### config.mk
export PLATFORM = sky130hd
export DESIGN_NAME = inst_queue
export DESIGN_NICKNAME = d
export VERILOG_FILES = /design/src/rtl/rv32i_types.sv /design/src/rtl/inst_queue.sv
export SDC_FILE = /design/constraint.sdc
export NUM_CORES = 2
export LEC_CHECK = 0
export CAP_MARGIN = 20
export CORE_ASPECT_RATIO = 1.1
export CORE_MARGIN = 4
export CORE_UTILIZATION = 30
export CTS_CLUSTER_DIAMETER = 200
export DETAILED_ROUTE_END_ITERATION = 16
export PLACE_DENSITY_LB_ADDON = 0.12
export SYNTH_ARGS = -nofsm -noshare
export SYNTH_HDL_FRONTEND = slang
export SYNTH_SLANG_ARGS = --single-unit
### constraint.sdc
create_clock -name clk -period 5 [get_ports clk]
set_input_delay 0.75 -clock clk [delete_from_list [all_inputs] [get_ports clk]]
set_output_delay 0.75 -clock clk [all_outputs]
set_load 0.005 [all_outputs]
### src/rtl/rv32i_types.sv
// rv32i_types: shared front-end types and sizing constants.
package rv32i_types;
    localparam int INST_Q_DEPTH = 16;

    typedef struct packed {
        logic        valid;
        logic [31:0] pc_curr;
        logic [31:0] pc_next;
        logic [31:0] inst;
        logic [4:0]  rs1_addr;
        logic [4:0]  rs2_addr;
        logic [4:0]  rd_addr;
    } instruction_info_reg_t;
endpackage

### src/rtl/inst_queue.sv
// inst_queue: circular FIFO between decode and rename/dispatch.
// Pointers carry an extra wrap bit so full and empty are distinguishable.
module inst_queue
    import rv32i_types::*;
#(
    parameter int DEPTH = INST_Q_DEPTH,
    parameter int PTR_W = $clog2(DEPTH)
) (
    input  logic                  clk,
    input  logic                  rst,
    input  logic                  enq_valid,
    input  instruction_info_reg_t enq_data,
    output logic                  enq_ready,
    input  logic                  deq_ready,
    output logic                  deq_valid,
    output instruction_info_reg_t deq_data,
    input  logic                  flush,
    output logic [PTR_W:0]        count
);
    if (DEPTH < 2 || (DEPTH & (DEPTH - 1)) != 0) begin : g_depth_chk
        $error("inst_queue: DEPTH must be a power of two and at least 2");
    end

    instruction_info_reg_t mem [DEPTH];
    logic [PTR_W:0] head, tail;
    logic full, empty, do_enq, do_deq;

    always_comb begin
        empty     = head == tail;
        full      = (head[PTR_W-1:0] == tail[PTR_W-1:0]) && (head[PTR_W] != tail[PTR_W]);
        enq_ready = !full;
        deq_valid = !empty;
        count     = tail - head;
        deq_data  = mem[head[PTR_W-1:0]];
        do_enq    = enq_valid && !full && !flush;
        do_deq    = deq_ready && !empty && !flush;
    end

    // Full never enqueues and empty never dequeues, so the two writes below never share an index.
    always_ff @(posedge clk or negedge rst) begin
        if (!rst) begin
            head <= '0;
            tail <= '0;
            for (int i = 0; i < DEPTH; i++) mem[i] <= '0;
        end else if (flush) begin
            head <= '0;
            tail <= '0;
            for (int i = 0; i < DEPTH; i++) mem[i].valid <= 1'b0;
        end else begin
            if (do_enq) begin
                mem[tail[PTR_W-1:0]] <= enq_data;
                tail <= tail + 1'b1;
            end
            if (do_deq) begin
                mem[head[PTR_W-1:0]].valid <= 1'b0;
                head <= head + 1'b1;
            end
        end
    end

    always_ff @(posedge clk) begin
        if (rst) assert (!$isunknown({enq_valid, deq_ready, flush}));
    end
endmodule
==> summary.txt <==
Total negative slack -> 0 ps
Die Span Y -> 556 µm
Post-CTS Resized -> 0
Yosys top cell by area -> dfrtp_1
CP Data Arrival Time -> 3830 ps
Top-area cell type share of the netlist area -> 55.0%
Syn. warnings -> 0
Gr usage total -> 17.1%
First-pass GRT wire length -> 359 mm
Critical path fanouts, max -> 49
Final ANT Viol Nets -> 0
Pre-CTS WS -> 1210 ps
CTS buffer count -> 218
Vias in the first global route -> 49,600
Total wire length -> 242 mm
Cell Rows -> 201
Post-Syn Nets -> 5,109
Pin count of the biggest net entering global routing -> 185
Post-synth EDFFs -> 0
Layout cells sized above 1 -> 49.3%
Via count -> 44,600
Placed wire-length estimate -> 130 mm
Cells after Synth -> 4,979
Crit. End Element -> output pin
Final setup violation count -> 0
Area added between synthesis and finish -> 16.0%
Worst Path Required -> 4250 ps
CTS clk-pin slew, worst paths -> 60 ps
CORE AREA -> 272,000 µm²
Startpoint class of the critical path -> register
Average wire per standard cell -> 27.0 µm
Final design utilization -> 34.9%
Sequential element share of the synthesized area -> 55.0%
Final worst slack -> 415 ps
FF+latch count, synth -> 1,802
Initial drt markers -> 2,459
Max-slew violation count -> 0
TritonRoute pass-1 iters -> 5
DIE WIDTH -> 507 µm
Gpl congestion -> 0.690
DRC -> 0
Netlist Area Pre-Place -> 82,000 µm²
Final net count -> 5,228
Vias/cell -> 4.99
Tcrit/Tclk final -> 91.7%
Initial Utilization -> 30.1%
Clock sinks -> 1,802
CTS Buffer Depth -> 4
Unique cell type count in the Yosys netlist -> 52
Grt total ovfl -> 0
Worst Skew -> 106 ps
Worst-Margin Slew -> 1160 ps
R2R Setup Slk -> 1180 ps
Initial antenna violation count -> 35
Die Footprint -> 282,000 µm²
Max IR drop VDD -> 0.000277 V
IO Port Bufs -> 235
Max_cap viols -> 0
WS Path Type -> reg2out
Ys async rst share -> 100%
Synth area leaders -> dfrtp_1 55%, mux2_2 20%, mux4_2 12%, mux2_4 3.3%, a22oi_1 2.0%
Max Fclk -> 218 MHz
Fillers -> 26,000
Run status -> completed
Top FF cell, synth -> dfrtp_1
CP peak stage delay -> 750 ps
Unrepaired setup endpoints after global routing -> no
Clk Tree Root Cell -> clkbuf_16
Worst Hold Slack -> 431 ps
Crit path time final -> 4580 ps
Min-Delay Path Class -> in2async
Leak -> 0.0448 µW
Final hold violation count -> 0
IO Pins -> 236
CP max-delay cell -> dfrtp_4
CP Cell Sequence -> buf_4 -> buf_12 -> mux4_2 -> a22oi_1 -> nand2_1 -> clkdlybuf4s50_1
Power Dens Cells -> 406 nW/µm²
Worst-Skew Late Latency -> 890 ps
Rel. slew slack -> 22.6%
Syn avg cell area -> 16.5 µm²
CTS tree -> built
H-Tree Depth -> 4
==> worst max-delay path, delay by kind of cell (launching register included) <==
kind | cells | cell delay (ps)
buf+inv | 3 | 1180
flops | 1 | 750
mux | 1 | 550
compound gates | 1 | 210
simple gates | 1 | 210
==> cells by family (layout without fill, tap and decap cells) <==
| group | Yosys count | count (layout) | synth area share, % |
|---|---|---|---|
| simple gates | 173 | 173 | 0.917 |
| other cells | 0 | 13 | 0 |
| compound gates | 274 | 274 | 2.55 |
| xor+xnor | 11 | 11 | 0.140 |
| buf+inv | 479 | 770 | 3.68 |
| flops | 1802 | 1802 | 55.0 |
| mux | 2227 | 2227 | 37.5 |
| fa+ha+maj | 13 | 13 | 0.207 |
==> routing by layer <==
metal  global-route usage [%]  part of all wire, %
met5                        0                0.043
met3                     2.75                  3.7
met4                     3.71                  2.0
met2                     28.6                   49
met1                     23.5                   45
==> synth_stat cells, types with 17 or more instances <==
master,instances
mux4_2,448
mux2_1,105
mux2_2,1491
clkbuf_1,207
buf_6,77
mux2_4,180
buf_2,82
buf_12,20
nand2_1,128
buf_1,17
inv_1,18
a22oi_1,224
dfrtp_1,1802
buf_4,58
==> power by group <==
| group | internal, µW | switching [µW] | total [µW] |
|---|---|---|---|
| registers | 15800 | 627 | 16400 |
| clock network | 9340 | 6390 | 15700 |
| logic | 3580 | 2890 | 6470 |
| total | 28700 | 9910 | 38600 |
==> stage by stage <==
stage	cell area, µm²	instances	total power (µW)
after floorplan	82000	4979	20500
after global placement	88000	8531	23300
after detailed placement	88000	8531	23300
after CTS	95100	8924	39400
after global routing	95100	8929	40500
final	95200	8937	38600
==> layout make-up <==
class                           count  area (µm²)  area share, %
Multi-Input combinational cell   2698       34100           35.8
Sequential cell                  1802       45100           47.4
Timing Repair Buffer              360        4170           4.39
Clock inverter                     42         515          0.542
Antenna cell                       13        32.5         0.0342
Clock buffer                      350        6590           6.93
Tap cell                         3654        4570           4.80
Inverter                           18        67.6         0.0710
==> timing repair <==
item / 4_1_cts / 5_1_grt
hold endpoints to repair: 21 / 0
hold buffers: 1 / 0
setup buffers: 0 / 0
==> cells in the final DEF, fill, tap and decap left out, types with 8 or more instances in the layout <==
master              n
mux2_2           1491
diode_2            13
inv_1              18
ha_1               12
clkinv_2           23
nand2_4             9
clkbuf_16         218
mux2_4            180
clkbuf_1           68
buf_12             69
clkbuf_8           64
xnor2_1             8
dfrtp_1          1800
buf_4              55
clkdlybuf4s50_1   234
mux4_2            448
mux2_1            105
a22oi_1           224
a21oi_1            11
nand2_1           119
nor2_1             10
==> path summary, 6_finish.rpt <==
path | from | end | depth (start not counted)
setup / recovery | head[0] | deq_data[70] | 6
hold / removal | rst | asynchronous set/reset pin | 2
setup reg to reg | head[1] | register | 7
hold reg to reg | register | register | 1
max in group asynchronous | rst | asynchronous set/reset pin | 4
min in group clk | register | register | 1
Power figures use the tool's default switching activity.
